--- src/rtl/servo_setpoint_ctrl.sv ---
// Servo setpoint command stage: debounced inc/dec buttons step a clamped pulse width.
// Define SERVO_SETPOINT_HOLD_ACCEL_EN to switch to 4*STEP after ACCEL_TICKS held ticks.

module servo_setpoint_dbnc #(
    parameter int DEBOUNCE_CYCLES = 500000
) (
    input  logic clk,
    input  logic rst_n,
    input  logic raw,
    output logic lvl
);
    localparam int DW = $clog2(DEBOUNCE_CYCLES + 1);

    logic [1:0]    sync;
    logic [DW-1:0] cnt;

    always_ff @(posedge clk or negedge rst_n) begin
        if (!rst_n) begin
            sync <= '0;
            cnt  <= '0;
            lvl  <= 1'b0;
        end else begin
            sync <= {sync[0], raw};
            if (sync[1] == lvl) begin
                cnt <= '0;
            end else if (cnt == DW'(DEBOUNCE_CYCLES - 1)) begin
                lvl <= ~lvl;
                cnt <= '0;
            end else begin
                cnt <= cnt + 1'b1;
            end
        end
    end
endmodule

module servo_setpoint_ctrl #(
    parameter int CLK_HZ          = 50000000,
    parameter int STEP_HZ         = 100,
    parameter int DEBOUNCE_CYCLES = 500000,
    parameter int MIN_VAL         = 1000,
    parameter int MAX_VAL         = 2000,
    parameter int STEP            = 1,
    parameter int ACCEL_TICKS     = 50
) (
    input  logic        clk,
    input  logic        rst_n,
    input  logic        inc,
    input  logic        dec,
    output logic [15:0] pulse_width,
    output logic        update,
    output logic        at_max,
    output logic        at_min
);
    localparam int NUM_BTN  = 2;
    localparam int MID      = (MIN_VAL + MAX_VAL) / 2;
    localparam int TICK_DIV = CLK_HZ / STEP_HZ;
    localparam int TW       = (TICK_DIV > 1) ? $clog2(TICK_DIV) : 1;

    if (MIN_VAL >= MAX_VAL || MAX_VAL > 65535 || ACCEL_TICKS < 1 || TICK_DIV < 2)
        $error("servo_setpoint_ctrl: bad parameters");

    typedef enum logic [1:0] {IDLE, INC, DEC, CENTER} state_t;

    logic [NUM_BTN-1:0] raw_btn, db_btn;
    logic [TW-1:0]      tick_cnt;
    logic               tick;
    state_t             state;
    logic [16:0]        step17, cur17;
    logic [15:0]        nxt_pw;

    assign raw_btn = {dec, inc};

    servo_setpoint_dbnc #(.DEBOUNCE_CYCLES(DEBOUNCE_CYCLES)) u_dbnc [NUM_BTN-1:0] (
        .clk   (clk),
        .rst_n (rst_n),
        .raw   (raw_btn),
        .lvl   (db_btn)
    );

    // Free-running step timebase; button activity never resyncs it.
    assign tick = (tick_cnt == TW'(TICK_DIV - 1));

    always_ff @(posedge clk or negedge rst_n) begin
        if (!rst_n) tick_cnt <= '0;
        else        tick_cnt <= tick ? '0 : tick_cnt + 1'b1;
    end

`ifdef SERVO_SETPOINT_HOLD_ACCEL_EN
    localparam int AW = $clog2(ACCEL_TICKS + 1);
    logic [AW-1:0] held_cnt;

    always_ff @(posedge clk or negedge rst_n) begin
        if (!rst_n)
            held_cnt <= '0;
        else if (state != INC && state != DEC)
            held_cnt <= '0;
        else if (tick && held_cnt != AW'(ACCEL_TICKS))
            held_cnt <= held_cnt + 1'b1;
    end

    assign step17 = (held_cnt == AW'(ACCEL_TICKS)) ? 17'(4 * STEP) : 17'(STEP);
`else
    assign step17 = 17'(STEP);
`endif

    // 17-bit headroom keeps the clamp honest at both ends of the 16-bit range.
    assign cur17 = {1'b0, pulse_width};

    always_comb begin
        nxt_pw = pulse_width;
        if (tick) begin
            case (state)
                INC:     nxt_pw = (cur17 + step17 > 17'(MAX_VAL)) ? 16'(MAX_VAL) : 16'(cur17 + step17);
                DEC:     nxt_pw = (cur17 < 17'(MIN_VAL) + step17) ? 16'(MIN_VAL) : 16'(cur17 - step17);
                CENTER:  nxt_pw = 16'(MID);
                default: nxt_pw = pulse_width;
            endcase
        end
    end

    always_ff @(posedge clk or negedge rst_n) begin
        if (!rst_n) begin
            state       <= IDLE;
            pulse_width <= 16'(MID);
            update      <= 1'b0;
            at_max      <= 1'b0;
            at_min      <= 1'b0;
        end else begin
            case (db_btn)
                2'b01:   state <= INC;
                2'b10:   state <= DEC;
                2'b11:   state <= CENTER;
                default: state <= IDLE;
            endcase
            pulse_width <= nxt_pw;
            update      <= (nxt_pw != pulse_width);
            at_max      <= (nxt_pw == 16'(MAX_VAL));
            at_min      <= (nxt_pw == 16'(MIN_VAL));
        end
    end
endmodule

--- config.mk ---
export PLATFORM = sky130hd
export DESIGN_NAME = servo_setpoint_ctrl
export DESIGN_NICKNAME = d
export VERILOG_FILES = /design/src/rtl/servo_setpoint_ctrl.sv
export SDC_FILE = /design/constraint.sdc
export NUM_CORES = 1
export LEC_CHECK = 0
export CORE_MARGIN = 4
export CORE_UTILIZATION = 45
export DETAILED_ROUTE_END_ITERATION = 8
export GPL_TIMING_DRIVEN = 0
export PLACE_DENSITY = 0.64
export RECOVER_POWER = 100
export SKIP_CTS_REPAIR_TIMING = 1
export SLEW_MARGIN = 30
export SYNTH_ARGS = -nofsm -noshare
export SYNTH_HDL_FRONTEND = slang
export SYNTH_SLANG_ARGS = --single-unit
--- constraint.sdc ---
create_clock -name clk -period 3.4 [get_ports clk]
set_input_delay 0.34 -clock clk [delete_from_list [all_inputs] [get_ports clk]]
set_output_delay 0.34 -clock clk [all_outputs]
set_load 0.02 [all_outputs]
# After elaboration in Yosys (flattened, before gate mapping)
# Cells that the tools add are included.
[totals]
ff_bits = 84
out_inout_bits = 19
inputBits = 4
word_cells = 49
[classes]
eq_ne = 14
bitwise_logic = 4
order_cmp = 2
reduce_logical = 2
add_sub_neg = 5
n_mux = 10
[ops]
columns = ["operator", "n"]
rows = [
  ["two-way mux 19 bit", 5],
  ["adder 19 x 1 -> 19 bit, second input constant", 3],
  ["== test 19 bit, second input constant", 3],
  ["two-way mux 16 bit", 3],
  ["case mux 16 bit (3 select lines)", 1],
  ["adder 16 x 1 -> 17 bit, second input constant", 1],
  ["greater-than comparator 17 x 11 -> 1 bit, second input constant", 1],
  ["== test 16 x 10 -> 1 bit, second input constant", 1],
  ["== test 16 x 11 -> 1 bit, second input constant", 1],
  ["less-than comparator 16 x 10 -> 1 bit, second input constant", 1],
  ["inequality test 16 bit", 1],
  ["subtractor 16 x 1 -> 16 bit, second input constant", 1],
  ["== test 2 bit, second input constant", 4],
  ["case mux 2 bit (3 select lines)", 1],
  ["== test 2 x 1 -> 1 bit, second input constant", 2],
  ["NOT 1 bit", 4],
  ["AND reduction 2 bit", 2],
  ["== test 1 bit", 2],
]

# Depth between registers and ports, before layout
[depth]
ltp_word = 6
mapped_depth = 14
depth_no_buf = 12

# Hierarchy
# Synthesis repeated with hierarchy kept, for this count alone.
[unflattened]
cells_unflattened = 604
area_unflattened_um2 = 5311.3
[modules_own_cells]
columns = ["mod", "area_each_um2", "cells_each", "seq_area_each_um2", "instances"]
rows = [
  ["servo_setpoint_ctrl", 3151.8, 394, 1009.7, 1],
  ["servo_setpoint_dbnc", 1079.8, 105, 550.5, 2],
]

# Least setup slack after synthesis
# OpenSTA, ideal clock, no wires.
[synth_path]
kind = "reg-to-reg"
startpoint = "register pulse_width[0]"
endpoint = "register update"
path_stages_with_launch = 13
setup_ps = 134
t_arrival_ps = 2932
path_slack_ps = 334
synth_period_minus_slack_ps = 3066
path_buffers = 0
required_ps = 3266
path_cell_list = "dfrtp_1 -> inv_1 -> ha_1 -> nand2b_1 -> a21oi_1 -> o21ai_2 -> o21ai_0 -> a41o_1 -> or4_1 -> a2111oi_2 -> o211ai_1 -> and4b_1 -> nand4_1"
[synth_via]
elab_chain_len = 6
word_cells_on_any_way = 9
cone_classes = "add/sub (2); order compare (2); eq/ne (1); mux (4)"
[synth_rtl]
columns = ["element", "line_no", "text"]
rows = [
  ["start: declaration", "49", "output logic [15:0] pulse_width,"],
  ["start signal: assignment", "124", "pulse_width <= 16'(MID);"],
  ["start signal: assignment", "135", "pulse_width <= nxt_pw;"],
  ["adder 16 x 1 -> 17 bit", "113", "INC: nxt_pw = (cur17 + step17 > 17'(MAX_VAL)) ? 16'(MAX_VAL) : 16'(cur17 + step17);"],
  ["greater-than comparator 17 x 11 -> 1 bit", "113", ""],
  ["two-way mux 16 bit", "113", ""],
  ["case mux 16 bit (3 select lines)", "112", "case (state)"],
  ["two-way mux 16 bit", "111", "if (tick) begin"],
  ["inequality test 16 bit *", "136", "update <= (nxt_pw != pulse_width);"],
  ["end signal: assignment", "136", ""],
  ["end: declaration", "50", "output logic update,"],
]
# Mark *: on every way between the ends. The rest lies on a longest branch, timed or not.
# A chain may end at the register's enable or synchronous reset.

# Worst setup path in the final report
[layout_path]
startpoint = "register pulse_width[8]"
endpoint = "register update"
# The elaborated chain is that of the path after synthesis.

==> impl_metrics.yaml <==
synth:
  synth-seq-cells: 84
  syn-num-nets: 589
  yosys.area_share.simple_pct: 30.12
  syn_inst: 580
  yosysWarningCount: 0
  synthFlopType: "dfrtp_1"
  synthXorXnorAreaFrac_pct: 9.434
  synth-adder-area-share_pct: 1.225
  muxShareOfSynthArea_pct: 0.8331
  synth_top_family_by_area: "simple AND/OR/NAND/NOR gates"
  synthArstFlopShare_pct: 100.0
  synth_seq_area_share_pct: 41.34
  synth_cell_type_count: 75
  syn_avg_cell_area_um2: 8.804
  syn_area_mm2: 0.005106
  synth_compound_area_share_pct: 13.26
  synth_edf_count: 0
routing:
  antenna_left: 0
  wl_met2_um: 6245
  met1_length_um: 5919
  routed_via_density: 5.978
  top_layer: "met4"
  met3_length_um: 860
  drc_errors: 0
  drt-pass1-iter-count: 5
  dr_total_vias: 4603
  drt-initial-drc-count: 346
  finalWirelength_um: 13410
  wire_per_inst_um: 17.41
placement:
  placedCellCount: 743
  io_buffers: 22
  dp_hpwl_um: 9496
  place.gp.congestion: 0.9636
  preCtsSetupSlack_ps: -444.8
grt:
  grt_pass1_wl_um: 21760
  grt_antenna_before_repair: 0
  first_global_vias: 4326
  overflow: 0
  track_usage_pct: 20.90
  grt_max_degree: 63
die:
  chipHeight_um: 114.5
  die_w_um: 114.5
  die_area_mm2: 0.01311
  num_rows: 38
  core_area_mm2: 0.01098
  io_pins: 23
  initial_utilization_pct: 46.49
clock_network:
  cts_root_buffer: "clkbuf_16"
  clock_path_buffers: 2
  cts_tree: "done"
  clkTransAtPathRegs_ps: 60
  cts_buffers: 9
  clock_latency_ps: 340
  htreeDepth: 3
  clock_sinks: 84
timing:
  finalSetupViolations: 0
  setup_slack_ps: 90.25
  period_share_pct: 97.35
  finalHoldViolations: 0
  clock_skew_ps: 7.559
  worst_slew_pin_slew_ps: 1502
  drv_slew: 22
  fmax_mhz: 302.1
  totalNegativeSetupSlack_ps: 0
  post-route-min-period_ps: 3310
  relSlewSlack_pct: -0.1184
  rsz0062_at_grt: "yes"
cells_and_area:
  utilization_pct: 55.19
  nets: 634
  drive_gt1_share_pct: 14.60
  final_cells: 770
  antenna_cells: 0
  synthToLayoutAreaGrowth_pct: 18.72
job:
  max_cap_viol_count: 1
critical_path:
  worstPathRequired_ps: 3610
  crit_fanout: 10
  start_kind: "flop"
  criticalPathCategory: "reg2reg"
  cp-end-kind: "flop"
  arrival_ps: 3520
run_status:
  status: "finished, violations left"
  violations: "capacitance limit, slew limit"
hold_path:
  min_path_type: "reg2reg"
pwr:
  peakVddDrop_mv: 0.2888
  p_per_area_mw_per_mm2: 346.6
  p_leak_nw: 2.532
==> cell type report <==
| cell class | count | area [µm²] |
|---|---|---|
| Sequential cell | 84 | 2112 |
| Fill cell | 973 | 4921 |
| Multi-Input combinational cell | 453 | 2908 |
| Clock buffer | 12 | 266.5 |
| Timing Repair Buffer | 35 | 346.6 |
| Clock inverter | 4 | 55.05 |
| Tap cell | 140 | 175.2 |
| Inverter | 14 | 52.55 |
| Buffer | 28 | 146.4 |
==> flip-flops by register name, summed over array words and instances (netlist names) <==
signal / flops
u_dbnc.cnt: 38
tick_cnt: 19
pulse_width: 16
u_dbnc.sync: 4
state: 2
u_dbnc.lvl: 2
at_max: 1
at_min: 1
update: 1
==> cells in the mapped netlist (4+ instances only) <==
library cell	number	area share, %
o21ai_1	4	0.39
inv_1	13	0.96
nor2b_1	5	0.61
and3_1	13	1.6
nor4b_1	6	1.0
dfrtp_1	77	38
o21ai_0	23	2.3
nor3_1	18	1.8
nor3b_1	4	0.59
xor2_1	28	4.8
xnor2_1	27	4.6
and2_1	5	0.61
nor2_1	85	6.2
buf_2	8	0.78
buf_4	4	0.59
and4_1	10	1.7
a21o_1	5	0.74
clkbuf_1	14	1.0
ha_1	5	1.2
a31oi_1	7	0.86
dfstp_2	7	3.6
nand3_1	32	3.1
nand2b_1	5	0.61
or3_1	10	1.2
a21oi_1	25	2.5
a211oi_1	4	0.59
nand2_1	43	3.2
or2_2	5	0.61
nand4_1	16	2.0
nor4_1	4	0.49
==> where the power goes <==
part	internal, mW	switching (mW)
clock	0.633	0.406
combinational	0.0138	0.0332
sequential	1.01	0.00663
total	1.66	0.446
==> logic make-up after synthesis <==
logic type	after synthesis
simple gates	285
compound gates	104
flops	84
xor+xnor	55
buf+inv	43
fa+ha+maj	5
mux	4
==> worst paths after layout <==
| path | to | slack [ps] | from | depth (start not counted) |
|---|---|---|---|---|
| min | u_dbnc[0].sync[1] | 350 | u_dbnc[0].sync[0] | 0 |
| max in group asynchronous | pulse_width[2] | 1490 | rst_n | 3 |
| max | update | 90 | pulse_width[8] | 12 |
| min reg2reg | u_dbnc[0].sync[1] | 350 | u_dbnc[0].sync[0] | 0 |
| min in group asynchronous | tick_cnt[7] | 900 | rst_n | 2 |
| max reg2reg | update | 90 | pulse_width[8] | 12 |
==> metal layers <==
layer	GRT usage, %	vias to the layer above
li1	-	2169
met4	8.868	0
met2	33.14	169
met1	28.95	2224
met5	0	-
met3	2.431	41
==> cells in the final DEF, fill, tap and decap left out, types with 5 or more instances in the layout <==
| master | netlist | routed |
|---|---|---|
| nor2_1 | 85 | 85 |
| dfrtp_1 | 77 | 76 |
| nand2_1 | 43 | 42 |
| nand3_1 | 32 | 32 |
| xor2_1 | 28 | 28 |
| xnor2_1 | 27 | 27 |
| a21oi_1 | 25 | 25 |
| o21ai_0 | 23 | 22 |
| nor3_1 | 18 | 16 |
| nand4_1 | 16 | 16 |
| buf_4 | 4 | 14 |
| clkdlybuf4s50_1 | 0 | 14 |
| and3_1 | 13 | 13 |
| clkbuf_1 | 14 | 12 |
| inv_1 | 13 | 11 |
| and4_1 | 10 | 10 |
| or3_1 | 10 | 10 |
| clkbuf_16 | 0 | 9 |
| dlygate4sd3_1 | 0 | 8 |
| buf_2 | 8 | 7 |
| dfstp_2 | 7 | 7 |
| a31oi_1 | 7 | 6 |
| nor4b_1 | 6 | 5 |
| or2_2 | 5 | 5 |
| nand2b_1 | 5 | 5 |
| nor2b_1 | 5 | 5 |
==> critical path, stage by stage, from the launching register on <==
cell	delay, ps
dfstp_2	590
and4_1	190
buf_4	150
and3_4	190
a21o_1	140
buf_6	140
a2111oi_1	110
a41o_1	220
or4_1	530
a2111oi_2	390
o211ai_1	150
and4b_1	290
nand4_1	80
==> metrics by stage <==
stage	area, µm²	total power, mW	hold WS [ps]
3_5_place_dp	5535	1.082	218.4
5_1_grt	6062	2.177	364.0
2_1_floorplan	5106	1.048	44.41
6_report	6062	2.101	350.2
4_1_cts	5857	2.128	-147.6
3_3_place_gp	5502	1.076	338.0
(Power assumes the default switching activity.)
